[config.mk]
export PLATFORM = sky130hd
export DESIGN_NAME = fetch_sequencer
export DESIGN_NICKNAME = d
export VERILOG_FILES = /design/src/rtl/fetch_sequencer.sv
export SDC_FILE = /design/constraint.sdc
export NUM_CORES = 1
export LEC_CHECK = 0
export CAP_MARGIN = 20
export CORE_ASPECT_RATIO = 2
export CORE_UTILIZATION = 45
export DETAILED_ROUTE_END_ITERATION = 6
export PLACE_DENSITY = 0.7
export SYNTH_ARGS = -nofsm -noshare
export SYNTH_HDL_FRONTEND = slang
export SYNTH_SLANG_ARGS = --single-unit
[constraint.sdc]
create_clock -name clock -period 4.17 [get_ports clock]
set_input_delay 0.834 -clock clock [delete_from_list [all_inputs] [get_ports clock]]
set_output_delay 0.834 -clock clock [all_outputs]
set_load 0.1 [all_outputs]
[src/rtl/fetch_sequencer.sv]
// Fetch-stage sequencer: arbitrates taken branches, load-use hazards and
// instruction-memory wait states into PC, IF/ID and ID/EX controls.
module fetch_sequencer #(
  parameter int FLUSH_DEPTH = 2,
  parameter int TIMEOUT     = 15,
  parameter int REG_W       = 5
) (
  input  logic             clock,
  input  logic             reset,
  output logic             imem_req,
  input  logic             imem_ready,
  input  logic             branch_taken,
  input  logic             branch_reg,
  input  logic             id_ex_mem_read,
  input  logic [REG_W-1:0] id_ex_rd,
  input  logic [REG_W-1:0] if_id_rn,
  input  logic [REG_W-1:0] if_id_rm,
  output logic             PCWrite,
  output logic             or_out,
  output logic             Branchreg,
  output logic             if_id_write,
  output logic             if_id_flush,
  output logic             id_ex_bubble,
  output logic [15:0]      stall_count,
  output logic             fetch_timeout
);

  typedef enum logic [2:0] {
    RESET_HOLD,
    RUN,
    LOAD_STALL,
    REDIRECT,
    MEM_WAIT
  } state_t;

  localparam logic [2:0]       FLUSH_RELOAD = 3'(FLUSH_DEPTH - 1);
  localparam logic [7:0]       TIMEOUT_CNT  = 8'(TIMEOUT);
  localparam logic [REG_W-1:0] XZR          = REG_W'(31);

  state_t     state, state_nxt;
  logic [2:0] flush_cnt, flush_cnt_nxt;
  logic [7:0] wait_cnt, wait_cnt_nxt;
  logic       wait_step;
  logic       redirect;
  logic       load_use;

  function automatic logic [7:0] sat_inc8(input logic [7:0] v);
    return (v == 8'hFF) ? v : v + 8'd1;
  endfunction

  function automatic logic [15:0] sat_inc16(input logic [15:0] v);
    return (v == 16'hFFFF) ? v : v + 16'd1;
  endfunction

  assign redirect = branch_taken | branch_reg;
  // XZR reads as zero, so a load targeting it never creates a dependency
  assign load_use = id_ex_mem_read & (id_ex_rd != XZR) &
                    ((id_ex_rd == if_id_rn) | (id_ex_rd == if_id_rm));

  always_comb begin
    state_nxt     = state;
    flush_cnt_nxt = flush_cnt;
    wait_cnt_nxt  = wait_cnt;
    wait_step     = 1'b0;
    imem_req      = 1'b1;
    PCWrite       = 1'b1;
    or_out        = 1'b0;
    Branchreg     = 1'b0;
    if_id_write   = 1'b1;
    if_id_flush   = 1'b0;
    id_ex_bubble  = 1'b0;

    if (state == RESET_HOLD) begin
      imem_req      = 1'b0;
      PCWrite       = 1'b0;
      if_id_write   = 1'b0;
      if_id_flush   = 1'b1;
      id_ex_bubble  = 1'b1;
      state_nxt     = RUN;
      flush_cnt_nxt = '0;
      wait_cnt_nxt  = '0;
    end else if (redirect) begin
      // A redirect abandons any pending wait or load stall
      Branchreg    = branch_reg;
      or_out       = branch_taken & ~branch_reg;
      if_id_flush  = 1'b1;
      id_ex_bubble = 1'b1;
      wait_cnt_nxt = '0;
      if (FLUSH_DEPTH > 1) begin
        state_nxt     = REDIRECT;
        flush_cnt_nxt = FLUSH_RELOAD;
      end else begin
        state_nxt     = RUN;
        flush_cnt_nxt = '0;
      end
    end else begin
      case (state)
        REDIRECT: begin
          if_id_flush = 1'b1;
          if (flush_cnt <= 3'd1) begin
            state_nxt     = RUN;
            flush_cnt_nxt = '0;
          end else begin
            flush_cnt_nxt = flush_cnt - 3'd1;
          end
        end
        MEM_WAIT: begin
          if (imem_ready) begin
            state_nxt    = RUN;
            wait_cnt_nxt = '0;
          end else begin
            PCWrite      = 1'b0;
            if_id_flush  = 1'b1;
            wait_step    = 1'b1;
            wait_cnt_nxt = sat_inc8(wait_cnt);
          end
        end
        LOAD_STALL: begin
          if (imem_ready) begin
            state_nxt = RUN;
          end else begin
            PCWrite      = 1'b0;
            if_id_flush  = 1'b1;
            wait_step    = 1'b1;
            wait_cnt_nxt = 8'd1;
            state_nxt    = MEM_WAIT;
          end
        end
        default: begin
          if (load_use) begin
            PCWrite      = 1'b0;
            if_id_write  = 1'b0;
            id_ex_bubble = 1'b1;
            state_nxt    = LOAD_STALL;
          end else if (!imem_ready) begin
            PCWrite      = 1'b0;
            if_id_flush  = 1'b1;
            wait_step    = 1'b1;
            wait_cnt_nxt = 8'd1;
            state_nxt    = MEM_WAIT;
          end else begin
            state_nxt = RUN;
          end
        end
      endcase
    end
  end

  always_ff @(posedge clock or negedge reset) begin
    if (!reset) begin
      state         <= RESET_HOLD;
      flush_cnt     <= '0;
      wait_cnt      <= '0;
      stall_count   <= '0;
      fetch_timeout <= 1'b0;
    end else begin
      state     <= state_nxt;
      flush_cnt <= flush_cnt_nxt;
      wait_cnt  <= wait_cnt_nxt;
      if (state != RESET_HOLD && !PCWrite)
        stall_count <= sat_inc16(stall_count);
      if (wait_step && wait_cnt_nxt == TIMEOUT_CNT)
        fetch_timeout <= 1'b1;
    end
  end

endmodule
==> flow_summary.yaml, run 1 <==
status:
  outcome: "finished, final reports clean"
sta:
  final_hold_viol_count: 0
  worst_slew_pin_slew_ns: 0.980
  whs_ns: 0.484
  slew_viol_final: 0
  min_period_ns: 3.75
  period_share: 0.899
  grt_setup_unrepaired: "no"
  tns_ns: 0
  relSlewSlack: 0.345
  setup_viol: 0
  finalClockSkew_ns: 0.00242
  fmax_ghz: 0.267
routing:
  drc_errors: 0
  vias_per_cell: 5.69
  routed_wl_um: 5490
  drt_iter0_markers: 59
  wire_per_inst_um: 16.3
  first_pass_iters: 4
  dr_total_vias: 1913
  antenna_left: 0
clock_network:
  post-cts-setup-buffers: 0
  clk_pin_slew_ns: 0.07
  cts_resized: 0
  clk_latency_ns: 0.28
  cts_buffers: 5
  clock-sinks: 31
  cts_tree: "done"
  cts.path.max_buffers: 2
  htree_levels: 2
  cts_hold_buf: 0
  root_buffer: "clkbuf_8"
place:
  place_inst: 328
  io_buffers: 44
  hpwl_um: 4260
  placed_area_sq_mm: 0.00261
  gp_congestion: 0.877
critical_path:
  endpoint_kind: "output port"
  cp.required_ns: 3.34
  arrival_ns: 2.92
  slowest_stage: "clkdlybuf4s50_1"
  crit_path_max_incr_delay_ns: 0.48
  cp-start-kind: "input port"
  path_class: "in2out"
  cp_cell_sequence: "clkdlybuf4s50_1, xor2_1, nor3_2, a22oi_4, or2_1, a22oi_1, nand3_1, buf_12"
  cp_max_fo: 5
die:
  ioPinCount: 45
  die_area_sq_mm: 0.00494
  initial_core_util: 0.473
  die_height_um: 98.5
  rows: 34
  core_sq_mm: 0.00442
  die_x_um: 50.2
layout:
  finalInstanceArea_sq_mm: 0.00272
  most-common-layout-cells: "clkdlybuf4s50_1, dfrtp_1, nor2_1"
  n_antenna_cell: 0
  final_common_cell: "clkdlybuf4s50_1"
  nets: 306
  fill_cells: 418
  stdcell_count: 336
  multi_input_area_sq_mm: 0.00125
  drive_gt1_frac: 0.117
  register_area_sq_um: 776
  area_growth_pct: 29.8
power:
  switching_power_uw: 323
  leakage_nw: 1.17
  p_sw_frac: 0.371
  pwr-share-seq: 0.388
  vdd_drop_max_uv: 552
  p_comb_frac: 0.308
  internal_power_uw: 546
  power_frac_clock: 0.305
  powerDensity_mw_per_mm2: 320
grt:
  gr-usage-all-layers: 0.240
  grt_pass1_vias: 1945
  overflow: 0
  grt_max_degree: 32
  antenna_found_initial: 0
  grt_pass1_wl_um: 8890
yosys:
  synth_top_area_frac: 0.371
  postSynth.asyncResetShare: 1.00
  synthTopCellsByArea: "dfrtp_1, xor2_1, nor2_1, nand2_1, nand3_1"
  synthXorXnorAreaFrac: 0.113
  synth_compound_area_frac: 0.178
  synthAdderAreaFrac: 0.0239
  synth_ff_type: "dfrtp_1"
  synth.mux.area_fraction: 0.0102
  synthSimpleGateAreaFrac: 0.273
  ys_ff_latch: 31
  yosysUniqueCellTypes: 52
  syn_inst: 233
  synth-warning-count: 0
  synth-edff-count: 0
  syn_nets: 258
  synth_top_family_by_area: "simple AND/OR/NAND/NOR gates"
  syn_area_sq_mm: 0.00209
  ys_seq_area_frac: 0.371
  avgSynthCellArea_sq_um: 8.98
  synth_area_leader_cell: "dfrtp_1"
flow_run:
  cap_violations: 0
min_path:
  min_path_type: "reg2reg"
-- area by class of cell --
type | count | area share
clock inverters | 1 | 0.00276
multi-input cells | 189 | 0.460
flip-flops and latches | 31 | 0.285
clock buffers | 7 | 0.0355
inverters | 8 | 0.0110
repair buffers | 46 | 0.180
well taps | 54 | 0.0249
-- registers in the layout, summed over array words and instances, names as in the netlist --
signal         cells
stall_count       16
wait_cnt           8
flush_cnt          3
state              3
fetch_timeout      1
-- worst paths after layout --
check	start	to	slack, ns	cells past startpoint
max	id_ex_rd[3]	if_id_flush	0.42	8
max in group asynchronous	reset	stall_count[4]$_DFFE_PN0P_	2.92	2
max reg2reg	state[1]$_DFFE_PN0P_	fetch_timeout$_DFFE_PN0P_	1.85	7
min	fetch_timeout$_DFFE_PN0P_	fetch_timeout$_DFFE_PN0P_	0.48	1
min reg2reg	fetch_timeout$_DFFE_PN0P_	fetch_timeout$_DFFE_PN0P_	0.48	1
min in group asynchronous	reset	wait_cnt[0]$_DFF_PN0_	0.96	2
-- cells by family (layout without fill, tap and decap cells) --
group / after synthesis / count (layout)
AND/OR/NAND/NOR: 103 / 103
multiplexers: 2 / 2
XOR/XNOR: 27 / 27
flip-flops: 31 / 31
AO/OA/AOI/OAI: 53 / 53
buffers and inverters: 13 / 62
adder cells (fa/ha/maj): 4 / 4
-- cell usage after synthesis (2+ instances only) --
library cell / n
nand2_1: 20
o21ai_0: 13
xor2_1: 23
nand3_1: 15
nor3_1: 5
xnor2_1: 4
and2_1: 4
nor2_1: 29
o31ai_1: 3
nand2b_1: 2
a31oi_1: 4
nand4_1: 3
dfrtp_1: 31
a41oi_1: 2
o21ai_1: 3
or2_1: 2
ha_1: 4
buf_2: 3
inv_1: 8
a211oi_1: 2
a21oi_1: 10
a311oi_1: 2
buf_6: 2
nor3_2: 7
and3_1: 5
-- stage by stage --
step	util	worst slack (ns)	total power, mW
after floorplan	-	0.0795	0.525
after global placement	0.591	0.480	0.609
after detailed placement	0.591	0.428	0.612
after CTS	0.614	0.417	0.881
after global routing	0.614	0.317	0.905
final	0.614	0.420	0.869
-- worst max-delay path, delay by kind of cell --
kind | cells | cell delay, ns
and+or+nand+nor | 3 | 0.73
buffers and inverters | 2 | 0.71
xor gates and xnor gates | 1 | 0.20
AOI/OAI and AO/OA | 2 | 0.45
-- power groups by stage --
stage | clock (mW) | sequential, mW | combinational (mW)
global route | 0.284 | 0.340 | 0.282
global placement | 0 | 0.343 | 0.267
finish | 0.265 | 0.337 | 0.267
detailed placement | 0 | 0.343 | 0.269
CTS | 0.273 | 0.338 | 0.270
floorplan | 0 | 0.432 | 0.0928
-- metal layers --
layer  share of wire  vias to the layer above  GRT usage
met5               0                        -          0
met4           0.022                        0     0.0989
met3           0.036                       10     0.0401
met2            0.60                       53      0.476
met1            0.35                      929      0.227
li1                -                      921          -
No activity file was read; power rests on OpenSTA's default activity.
==> inputs of run 2 (changes only) <==
--- a/config.mk
+++ b/config.mk
@@ -10,6 +10,7 @@
 export CORE_UTILIZATION = 45
 export DETAILED_ROUTE_END_ITERATION = 6
 export PLACE_DENSITY = 0.7
+export SKIP_LAST_GASP = 1
 export SYNTH_ARGS = -nofsm -noshare
 export SYNTH_HDL_FRONTEND = slang
 export SYNTH_SLANG_ARGS = --single-unit
==> results of run 2 <==
Final layout, timing and power as in run 1 (identical DEF).
==> inputs of run 3 (changes only) <==
--- a/config.mk
+++ b/config.mk
@@ -7,10 +7,10 @@
 export LEC_CHECK = 0
 export CAP_MARGIN = 20
 export CORE_ASPECT_RATIO = 2
+export CORE_MARGIN = 2
 export CORE_UTILIZATION = 45
 export DETAILED_ROUTE_END_ITERATION = 6
 export PLACE_DENSITY = 0.7
-export SKIP_LAST_GASP = 1
 export SYNTH_ARGS = -nofsm -noshare
 export SYNTH_HDL_FRONTEND = slang
 export SYNTH_SLANG_ARGS = --single-unit
==> run 3 against run 2 <==
- count of clock-buffer cells in the layout is 1 lower
- routed wire length is 2.7% lower
- hold slack better by 0.00072 ns
- register-to-register slack better by 0.05 ns
- clock skew is 0.0026 ns higher
- via count is 2.7% lower
- utilization is 2.1 points lower
- cell count stayed put
- cell area is 0.55% lower
- first-iteration DRC count is 14% lower
- sequential power hardly changed
==> flow_summary.yaml, run 3 (synthesis gave the netlist of run 1 again) <==
place:
  hpwl_um: 4150
  io_buffers: 44
  placed_area_sq_mm: 0.00262
  gp_congestion: 0.847
  place_inst: 329
  pre_cts_slack_ns: 0.458
clock_network:
  cts_tree: "done"
  post-cts-setup-buffers: 0
  clock-sinks: 31
  cts_buffers: 5
  cts_resized: 0
  cts_hold_buf: 0
  clk_pin_slew_ns: 0.07
  htree_levels: 2
  cts.path.max_buffers: 2
  root_buffer: "clkbuf_8"
  clk_latency_ns: 0.28
grt:
  met1_usage: 0.232
  antenna_found_initial: 0
  overflow: 0
  grt_busiest_layer: "met2"
  grt_pass1_wl_um: 8870
  use_met2: 0.434
  use_met3: 0.0401
  grt_pass1_vias: 1873
  gr-usage-all-layers: 0.227
  grt_max_degree: 32
min_path:
  min_path_type: "reg2reg"
  hp-start: "fetch_timeout$_DFFE_PN0P_"
sta:
  finalClockSkew_ns: 0.00498
  grt_setup_unrepaired: "no"
  layout_setup_ws_ns: 0.461
  fmax_ghz: 0.270
  relSlewSlack: 0.343
  worst_slew_pin_slew_ns: 0.983
  final_hold_viol_count: 0
  tns_ns: 0
  slew_viol_final: 0
  setup_viol: 0
  period_share: 0.890
  min_period_ns: 3.71
critical_path:
  cp.required_ns: 3.34
  critPathTopFamily: "simple AND/OR/NAND/NOR gates"
  cp-startpoint: "id_ex_rd[3]"
  r2r_slack_ns: 1.90
  cp_cell_sequence: "clkdlybuf4s50_1, xor2_1, nor3_2, a22oi_4, or2_1, a22oi_1, nand3_1, buf_12"
  path_class: "in2out"
  crit_path_max_incr_delay_ns: 0.46
  cp_max_fo: 5
  timing.rr.start: "stall_count[3]$_DFFE_PN0P_"
  slowest_stage: "clkdlybuf4s50_1"
  arrival_ns: 2.88
  cp-start-kind: "input port"
  endpoint_kind: "output port"
  path_buf_inv: 2
layout:
  drive_gt1_frac: 0.114
  n_antenna_cell: 0
  area_growth_pct: 29.1
  stdcell_count: 336
  register_area_sq_um: 776
  multi_input_area_sq_mm: 0.00125
  nets: 306
  largest_register_ffs: 16
  fill_cells: 425
  regMostFlops: "stall_count"
  most-common-layout-cells: "clkdlybuf4s50_1, dfrtp_1, nor2_1"
  reg.largest.list: "stall_count: 16 flops, wait_cnt: 8 flops"
  finalInstanceArea_sq_mm: 0.00270
  final_common_cell: "clkdlybuf4s50_1"
routing:
  wire_per_inst_um: 15.9
  routed_wl_um: 5340
  first_pass_iters: 4
  vias_per_cell: 5.54
  antenna_left: 0
  drc_errors: 0
  dr_total_vias: 1861
  drt_iter0_markers: 51
die:
  die_area_sq_mm: 0.00525
  die_x_um: 52.2
  die_height_um: 100
  core_sq_mm: 0.00455
  initial_core_util: 0.460
  ioPinCount: 45
  rows: 35
power:
  p_total_uw: 848
  vdd_drop_max_uv: 383
  powerDensity_mw_per_mm2: 314
  leakage_nw: 1.17
status:
  outcome: "finished, final reports clean"
flow_run:
  cap_violations: 0
run 3: cell types whose count changed in the layout (fill, tap and decap cells not counted):
cell / delta
clkinv_2: +1
clkbuf_8: -1
clkinvlp_4: -1
run 3: layout make-up:
type                       count  area share
inverter                       8      0.0111
clock inverter                 1     0.00185
timing repair buffer          46       0.181
tap                           55      0.0255
sequential                    31       0.287
multi-input combinational    189       0.463
clock buffer                   6      0.0306
run 3: stage by stage:
| step | hold slack, ns | util |
|---|---|---|
| finish | 0.485 | 0.593 |
| global route | 0.497 | 0.593 |
| CTS | 0.484 | 0.593 |
| detailed placement | 0.461 | 0.574 |
| global placement | 0.461 | 0.574 |
| floorplan | 0.455 | - |
run 3: worst paths after layout:
| kind | to | cells past startpoint |
|---|---|---|
| worst min-delay path | fetch_timeout$_DFFE_PN0P_ | 1 |
| worst max register to register | stall_count[1]$_DFFE_PN0P_ | 6 |
| worst min register to register | fetch_timeout$_DFFE_PN0P_ | 1 |
| max in group asynchronous | stall_count[2]$_DFFE_PN0P_ | 2 |
| worst max-delay path | if_id_flush | 8 |
| min in group asynchronous | wait_cnt[6]$_DFF_PN0_ | 2 |
run 3: worst reg2reg max path: cells and delay by family, from the launching register on:
family / cells / cell delay [ns]
and+or+nand+nor: 4 / 1.02
DFF: 1 / 0.44
muxes: 1 / 0.33
AOI/OAI and AO/OA: 1 / 0.36
run 3: routing by layer:
metal,part of all wire,routed length [um]
met1,0.35,1880
met2,0.58,3110
met3,0.040,215
met4,0.024,127
met5,0,0
run 3: report_power, final:
group | switching (mW) | leakage, nW | internal [mW] | total, mW
registers | 0.0216 | 0.411 | 0.316 | 0.338
logic | 0.187 | 0.711 | 0.0803 | 0.267
clock network | 0.114 | 0.0470 | 0.129 | 0.243
total | 0.322 | 1.17 | 0.526 | 0.848
